## src/rtl/uart_tx_block.sv

```systemverilog
// UART transmitter: start bit, LSB-first data, optional even parity, stop bit.
// Define UART_TX_PARITY_EN to compile in the parity bit between data and stop.
module uart_tx_block #(
  parameter int unsigned NUM_DATA_BITS = 8,
  parameter int unsigned CLKS_PER_BIT  = 10
) (
  input  logic                     clk,
  input  logic                     n_rst,
  input  logic                     tx_start,
  input  logic                     tx_abort,
  input  logic [NUM_DATA_BITS-1:0] tx_data,
  output logic                     serial_out,
  output logic                     tx_busy,
  output logic                     tx_done
);

  localparam int unsigned CNT_W = (CLKS_PER_BIT > 1) ? $clog2(CLKS_PER_BIT) : 1;
  localparam int unsigned IDX_W = $clog2(NUM_DATA_BITS + 1);
  localparam logic [CNT_W-1:0] CNT_LAST = CNT_W'(CLKS_PER_BIT - 1);
  localparam logic [IDX_W-1:0] IDX_LAST = IDX_W'(NUM_DATA_BITS - 1);

  localparam logic [2:0] ST_IDLE   = 3'd0;
  localparam logic [2:0] ST_START  = 3'd1;
  localparam logic [2:0] ST_DATA   = 3'd2;
`ifdef UART_TX_PARITY_EN
  localparam logic [2:0] ST_PARITY = 3'd3;
`endif
  localparam logic [2:0] ST_STOP   = 3'd4;

  logic [2:0]               state, state_next;
  logic [CNT_W-1:0]         cnt, cnt_next;
  logic [IDX_W-1:0]         idx, idx_next;
  logic [NUM_DATA_BITS-1:0] shift, shift_next;
  logic                     serial_next, busy_next, done_next;
  logic                     bit_end;
`ifdef UART_TX_PARITY_EN
  logic                     parity, parity_next;
`endif

  assign bit_end = (cnt == CNT_LAST);

  // State, counters and registered outputs
  always_ff @(posedge clk or negedge n_rst) begin
    if (!n_rst) begin
      state      <= ST_IDLE;
      cnt        <= '0;
      idx        <= '0;
      shift      <= '0;
      serial_out <= 1'b1;
      tx_busy    <= 1'b0;
      tx_done    <= 1'b0;
`ifdef UART_TX_PARITY_EN
      parity     <= 1'b0;
`endif
    end else begin
      state      <= state_next;
      cnt        <= cnt_next;
      idx        <= idx_next;
      shift      <= shift_next;
      serial_out <= serial_next;
      tx_busy    <= busy_next;
      tx_done    <= done_next;
`ifdef UART_TX_PARITY_EN
      parity     <= parity_next;
`endif
    end
  end

  // Next-state and next-output logic; abort overrides everything
  always_comb begin
    state_next  = state;
    cnt_next    = cnt;
    idx_next    = idx;
    shift_next  = shift;
    serial_next = serial_out;
    busy_next   = tx_busy;
    done_next   = 1'b0;
`ifdef UART_TX_PARITY_EN
    parity_next = parity;
`endif

    if (tx_abort) begin
      state_next  = ST_IDLE;
      cnt_next    = '0;
      idx_next    = '0;
      serial_next = 1'b1;
      busy_next   = 1'b0;
    end else begin
      case (state)
        ST_IDLE: begin
          cnt_next = '0;
          idx_next = '0;
          if (tx_start) begin
            shift_next  = tx_data;
`ifdef UART_TX_PARITY_EN
            parity_next = ^tx_data;
`endif
            state_next  = ST_START;
            serial_next = 1'b0;
            busy_next   = 1'b1;
          end
        end
        ST_START: begin
          if (bit_end) begin
            cnt_next    = '0;
            state_next  = ST_DATA;
            serial_next = shift[0];
          end else begin
            cnt_next = cnt + CNT_W'(1);
          end
        end
        ST_DATA: begin
          if (bit_end) begin
            cnt_next = '0;
            if (idx == IDX_LAST) begin
              idx_next    = '0;
`ifdef UART_TX_PARITY_EN
              state_next  = ST_PARITY;
              serial_next = parity;
`else
              state_next  = ST_STOP;
              serial_next = 1'b1;
`endif
            end else begin
              // Bit 1 of the register becomes bit 0 after this shift
              idx_next    = idx + IDX_W'(1);
              shift_next  = shift >> 1;
              serial_next = shift[1];
            end
          end else begin
            cnt_next = cnt + CNT_W'(1);
          end
        end
`ifdef UART_TX_PARITY_EN
        ST_PARITY: begin
          if (bit_end) begin
            cnt_next    = '0;
            state_next  = ST_STOP;
            serial_next = 1'b1;
          end else begin
            cnt_next = cnt + CNT_W'(1);
          end
        end
`endif
        ST_STOP: begin
          if (bit_end) begin
            cnt_next   = '0;
            state_next = ST_IDLE;
            busy_next  = 1'b0;
            done_next  = 1'b1;
          end else begin
            cnt_next = cnt + CNT_W'(1);
          end
        end
        default: begin
          state_next  = ST_IDLE;
          cnt_next    = '0;
          idx_next    = '0;
          serial_next = 1'b1;
          busy_next   = 1'b0;
        end
      endcase
    end
  end

endmodule

```

## config.mk

```make
export PLATFORM = sky130hd
export DESIGN_NAME = uart_tx_block
export DESIGN_NICKNAME = d
export VERILOG_FILES = /design/src/rtl/uart_tx_block.sv
export SDC_FILE = /design/constraint.sdc
export NUM_CORES = 1
export LEC_CHECK = 0
export ABC_CLOCK_PERIOD_IN_PS = 2300
export CAP_MARGIN = 0
export CELL_PAD_IN_SITES_DETAIL_PLACEMENT = 0
export CELL_PAD_IN_SITES_GLOBAL_PLACEMENT = 2
export CORE_AREA = 2 2 62 64
export DETAILED_ROUTE_END_ITERATION = 6
export DIE_AREA = 0 0 64 66
export PLACE_DENSITY_LB_ADDON = 0.05
export SKIP_LAST_GASP = 1
export SLEW_MARGIN = 20
export SYNTH_ARGS = -nofsm -noshare
export SYNTH_HDL_FRONTEND = slang
export SYNTH_SLANG_ARGS = --single-unit
export TNS_END_PERCENT = 10
```

## constraint.sdc

```tcl
create_clock -name clk -period 2.3 [get_ports clk]
set_input_delay 0.23 -clock clk [delete_from_list [all_inputs] [get_ports clk]]
set_output_delay 0.23 -clock clk [all_outputs]
set_load 0.1 [all_outputs]
```

==> results of run 1 <==
==> synth_stat cells, types with 2 or more instances <==
cell type	count
nand2_1	4
nand2b_1	2
a21oi_1	11
clkbuf_1	2
mux2i_1	7
o21ai_0	8
inv_1	4
nor3b_1	2
ha_1	3
dfrtp_1	21
buf_2	3
and3b_1	2
nand3_1	3
a31oi_1	7
nor2_1	13
a2111oi_0	2
or3_1	2
nand3b_1	3
==> power by group through the flow <==
| stage | combinational [W] | sequential (W) | clock (W) |
|---|---|---|---|
| final | 0.000127 | 0.000442 | 0.000188 |
| after global routing | 0.000141 | 0.000448 | 0.000213 |
| after CTS | 0.000129 | 0.000442 | 0.000199 |
| after detailed placement | 0.000129 | 0.000449 | 0 |
| after global placement | 0.000128 | 0.000448 | 0 |
| after floorplan | 0.0000567 | 0.000472 | 0 |
==> logic make-up (layout without fill, tap and decap cells) <==
| family | Yosys count | in the layout |
|---|---|---|
| flops | 22 | 22 |
| compound gates | 36 | 36 |
| mux | 8 | 8 |
| buf+inv | 10 | 26 |
| xor+xnor | 2 | 2 |
| fa+ha+maj | 3 | 3 |
| simple gates | 37 | 37 |
==> how the worst max path moves through the flow <==
stage | start | end | slack [ns] | depth (start not counted)
5_1_grt | state[1]$_DFFE_PN0P_ | shift[3]$_DFFE_PN0P_ | 0.23 | 5
2_1_floorplan | idx[0]$_DFFE_PN0P_ | shift[0]$_DFFE_PN0P_ | 0.61 | 6
6_report | state[1]$_DFFE_PN0P_ | shift[1]$_DFFE_PN0P_ | 0.40 | 4
4_1_cts | state[1]$_DFFE_PN0P_ | shift[1]$_DFFE_PN0P_ | 0.40 | 4
3_3_place_gp | tx_abort | idx[3]$_DFFE_PN0P_ | 0.29 | 4
3_5_place_dp | tx_abort | idx[3]$_DFFE_PN0P_ | 0.25 | 4
==> routing by layer <==
| metal | wire length, um | vias up | part of all wire |
|---|---|---|---|
| met5 | 0 | - | 0 |
| met4 | 22 | 0 | 0.0090 |
| met3 | 68 | 2 | 0.028 |
| met2 | 1170 | 10 | 0.48 |
| met1 | 1190 | 450 | 0.49 |
| li1 | - | 463 | - |
==> per-stage QoR <==
stage          worst slack, ns  utilization  hold slack (ns)
6_report                 0.399        0.394            0.250
4_1_cts                  0.397        0.394            0.260
3_3_place_gp             0.292        0.387            0.476
5_1_grt                  0.233        0.394            0.259
2_1_floorplan            0.613            -          -0.0656
3_5_place_dp             0.252        0.387            0.474
==> layout by cell type (no fill, tap or decap), drive strengths merged, types with 3 or more instances in the layout <==
master	count
a21oi	11
a31oi	7
buf	7
clkbuf	4
clkdlybuf4s50	11
dfrtp	21
ha	3
inv	4
mux2i	7
nand2	4
nand3	3
nand3b	3
nor2	13
o21ai	9
==> worst max-delay path: cells and delay by family (launching register included) <==
| family | cells | cell delay, ns |
|---|---|---|
| flops | 1 | 0.60 |
| simple gates | 1 | 0.57 |
| buf+inv | 1 | 0.29 |
| mux | 1 | 0.21 |
| compound gates | 1 | 0.10 |
==> area by class of cell <==
class,instances,area share
sequential,22,0.394
timing repair buffer,18,0.116
tap,48,0.0429
clock buffer,4,0.0188
multi-input combinational,86,0.417
inverter,4,0.0107
==> state kept, by name, indices dropped and copies added (netlist names) <==
signal	cells
shift	8
state	3
serial_out	1
cnt	4
tx_busy	1
idx	4
tx_done	1
==> impl_results.md, run 1 <==
* Sequential area share after synthesis at 0.467
* Hold Fails Final Rpt at 0
* Pwr/cell area at 540 nW/um2
* All-Layer GR Usage at 0.131
* CTS buffer count at 3
* Vias per cell at 5.08
* Port bufs at 14
* Critical path class: register to register
* Pre-antenna DRT Iters at 3
* Vias in the first global route at 877
* Dpl cells at 178
* CP Launch Type: register
* Routed wire length at 2450 um
* IO Count at 15
* Synth Net Count at 133
* Syn Std Cell Area at 1180 um2
* Combinational power share at 0.168
* Switching power at 0.000216 W
* Multiplexer area fraction after synthesis at 0.0689
* Initial Util at 0.333
* Yosys cell types at 37
* GRT overflow at 0
* Largest family of logic cells by synthesized area: compound AO/OA/AOI/OAI gates
* Post-Synth Simple-Gate Area at 0.183
* Final setup viols at 0
* CP endpoint kind: register
* Setup TNS Final at 0 ns
* Leading area contributor after synthesis: dfrtp_1
* Largest cells by area after synthesis: dfrtp_1 44%, mux2i_1 5.9%, a21oi_1 4.7%
* Internal Power at 0.000540 W
* CTS tree: yes
* Status: finished, final reports clean
* CP max stage delay at 0.60 ns
* Root buffer cell: clkbuf_4
* Full die area at 4220 um2
* Largest net degree at the start of global routing at 23
* CTS sink cnt at 22
* M1 GR Usage at 0.165
* Synth top area share at 0.445
* Ys async rst share at 1.00
* Fin area at 1400 um2
* Post-Synth XOR/XNOR Area at 0.0148
* Chip Width at 64 um
* Arr. time, crit path at 2.09 ns
* Top_reg_cell synth: dfrtp_1
* Met2 Use GR at 0.216
* Nets@finish at 150
* Min Tclk post-route at 1.90 ns
* Post-CTS Setup Repair Bufs at 0
* Core ar. at 3550 um2
* Top Usage Layer GRT: met2
* Layout cells sized above 1 at 0.134
* Sequential cell area at 552 um2
* Worst Skew at 0.0128 ns
* Syn. warnings at 0
* Hold_buf cts at 0
* Sequential share of power at 0.584
* 1st-iter DRT viols at 34
* DRC viols at 0
* Static Leak at 0.545 nW
* Global-route wire length before repair at 4250 um
* Fillers at 364
* FF+latch count, synth at 22
* Final antenna diode count at 0
* Final Max Tran Viols at 0
* CP max stage cell: dfrtp_1
* Synth Area in Adders at 0.0318
* Post-DRT Antenna Nets at 0
* Worst vdd ir at 0.279 mV
* Unrepaired setup endpoints after global routing: false
* Finished Layout Cells at 182
* Htree depth at 1
* Post-synthesis compound-gate area fraction at 0.196
* Multi-input logic area at 584 um2
* Clock slew at reported path FFs at 0.13 ns
* Initial antenna violation count at 0
* CTS resizes at 0
* Clock share of power at 0.248
* Via Count at 925
* R2r setup slk at 0.40 ns
* Clk_lat worst skew at 0.31 ns
* Gate Count Post-Synth at 118
* Post-DP HPWL at 1710 um
* Final period util at 0.826
* Syn avg cell area at 10.0 um2
* WP data required at 2.49 ns
* Worst slew margin at 0.590
* Reg2reg path depth at 4
* GPL Wtd Cong at 0.754
* Switching Share at 0.286
* Worst hold-check path type: input port to asynchronous set/reset pin
* Met3 usage at 0.0358
* Tot Pwr at 0.000756 W
* Area grow syn2layout at 18.5%
* Placed cell area at 1370 um2
* Crit-path cells: nor3b_1 -> buf_4 -> mux2i_1 -> a31oi_1
* Worst slew pin tran at 0.613 ns
* Die Span Y at 66 um
* Post-synth EDFFs at 0
* F_max at 526 MHz
* Row count at 22
* Clock Tree Buf Depth at 2
* Max-capacitance violation count at 0
* RR Endpoint: shift[1]$_DFFE_PN0P_
* Worst R2R Start: state[1]$_DFFE_PN0P_
* Wirelength per Cell at 13.4 um
* Critical Path Fanout Max at 14
Note: power is estimated with default switching activity, not from simulation.
==> run 2, diff against run 1 <==
- ABC_CLOCK_PERIOD_IN_PS: 2300 -> 1700
- CORE_AREA: 2 2 62 64 -> 2 2 65 67
- DIE_AREA: 0 0 64 66 -> 0 0 67 69
- clock period: 2.3 -> 1.7 ns (I/O delays scaled with it)
==> run 2 against run 1 <==
  * Routed wire length increased by 8.1%
  * Via count increased by 5.2%
  * Combinational power increased by 62%
  * Sequential power increased by 34%
  * Clock-buffer cell count unchanged
  * Register-to-register slack got worse by 0.33 ns
  * Non-clock buffer count increased by 15
  * Largest cell class unchanged
==> impl_results.md, run 2 (synthesis results as in run 1) <==
* Die Span Y at 69 um
* CP endpoint kind: register
* Final Max Tran Viols at 0
* Pre-antenna DRT Iters at 4
* M1 GR Usage at 0.180
* Initial antenna violation count at 0
* CP Launch Type: input port
* DRC viols at 0
* Reg2reg path depth at 3
* Crit-path cells: clkdlybuf4s50_1 -> or4b_2 -> o221ai_4 -> or3_4 -> o21ai_0
* IO Count at 15
* Initial Util at 0.302
* Top reg by flops: shift
* Htree depth at 1
* Wirelength per Cell at 13.3 um
* Unrepaired setup endpoints after global routing: true
* Worst vdd ir at 0.305 mV
* Hold_buf cts at 0
* Layout cells sized above 1 at 0.255
* Nets@finish at 165
* All-Layer GR Usage at 0.129
* Final period util at 0.965
* Post-DRT Antenna Nets at 0
* Final setup viols at 0
* R2r setup slk at 0.07 ns
* Global-route wire length before repair at 4650 um
* Met3 usage at 0.0294
* Core ar. at 3910 um2
* Placed cell area at 1500 um2
* Met2 Use GR at 0.200
* Critical path class: input port to register
* Clock slew at reported path FFs at 0.09 ns
* Chip Width at 67 um
* Clock Tree Buf Depth at 2
* Min Tclk post-route at 1.64 ns
* Arr. time, crit path at 1.79 ns
* Static Leak at 0.645 nW
* CTS sink cnt at 22
* CP max stage delay at 0.75 ns
* Vias per cell at 4.89
* Port bufs at 14
* Top Usage Layer GRT: met2
* Row count at 23
* WP data required at 1.85 ns
* Worst R2R Start: state[2]$_DFFE_PN0P_
* CTS buffer count at 3
* Via Count at 973
* Hold Fails Final Rpt at 0
* Worst slew pin tran at 0.427 ns
* Clk_lat worst skew at 0.27 ns
* CP max stage cell: or4b_2
* Largest register FFs at 8
* F_max at 609 MHz
* Pwr/cell area at 748 nW/um2
* RR Endpoint: idx[3]$_DFFE_PN0P_
* Dpl cells at 195
* Worst hold-check path type: input port to asynchronous set/reset pin
* Fillers at 406
* Commonest non-fill, non-tap cells in the layout: 21 x dfrtp_1, 21 x buf_4, 13 x nor2_1
* Routed wire length at 2640 um
* Status: finished, final reports clean
* Vias in the first global route at 1,003
* GRT overflow at 0
* Worst Skew at 0.00724 ns
* 1st-iter DRT viols at 65
* Top flop regs: shift (8), cnt (4), idx (4)
* Post-DP HPWL at 1970 um
* Full die area at 4620 um2
* Area grow syn2layout at 34.2%
* Max-capacitance violation count at 0
* CTS tree: yes
* Final antenna diode count at 0
* Largest net degree at the start of global routing at 23
* Critical Path Fanout Max at 7
* Fin area at 1590 um2
* Worst slew margin at 0.708
* Post-CTS Setup Repair Bufs at 0
* Root buffer cell: clkbuf_8
* GPL Wtd Cong at 0.745
* Finished Layout Cells at 199
run 2: cell types whose count changed in the layout (fill, tap and decap cells not counted), sizes merged:
cell  change
buf      +15
run 2: metrics by stage:
stage	hold WS (ns)	setup WS (ns)	utilization	TNS (ns)	power (W)
2_1_floorplan	-0.126	0.0128	-	0	0.000715
3_3_place_gp	0.478	-0.180	0.384	-0.539	0.000806
3_5_place_dp	0.482	-0.229	0.384	-0.761	0.000809
4_1_cts	0.263	0.0102	0.398	0	0.00120
5_1_grt	0.276	-0.0394	0.405	-0.0938	0.00125
6_report	0.249	0.0593	0.405	0	0.00119
run 2: worst max-delay path: cells and delay by family:
kind	cells	cell delay, ns
simple gates	2	0.93
buf+inv	1	0.48
compound gates	2	0.21
run 2: final cells by class:
cell class | instances | area, um2 | area share
inverter | 4 | 15.0 | 0.00947
sequential | 22 | 552 | 0.348
multi-input combinational | 86 | 613 | 0.387
tap | 50 | 62.6 | 0.0395
clock buffer | 4 | 55.1 | 0.0347
timing repair buffer | 33 | 288 | 0.182
run 2: how the worst max path moves through the flow:
stage	from	to	slack, ns	cells after the start
floorplan	idx[0]$_DFFE_PN0P_	shift[0]$_DFFE_PN0P_	0.01	6
global placement	tx_abort	idx[3]$_DFFE_PN0P_	-0.18	4
detailed placement	tx_abort	idx[0]$_DFFE_PN0P_	-0.23	5
CTS	state[2]$_DFFE_PN0P_	idx[0]$_DFFE_PN0P_	0.01	4
global route	state[0]$_DFFE_PN0P_	cnt[3]$_DFF_PN0_	-0.04	6
finish	tx_abort	idx[0]$_DFFE_PN0P_	0.06	5
run 2: metal layers:
metal,part of all wire,vias to the layer above
met5,0,-
met4,0.0095,0
met3,0.030,4
met2,0.49,17
met1,0.47,456
li1,-,496
run 2: timing repair:
item | CTS | global route
resized for setup | 0 | 6
endpoints found under the setup margin | 0 | 14
endpoints found under the hold margin | 0 | 0
run 2: where the power goes:
group	leakage [nW]	switching [W]	internal, W
logic	0.338	0.000112	0.0000944
clock network	0.0288	0.000180	0.000207
registers	0.278	0.0000246	0.000568
total	0.645	0.000316	0.000869
==> run 3, diff against run 2 <==
- SLEW_MARGIN: 20 -> 25
==> results of run 3 <==
No change in the layout: final DEF, timing and power equal those of run 2.
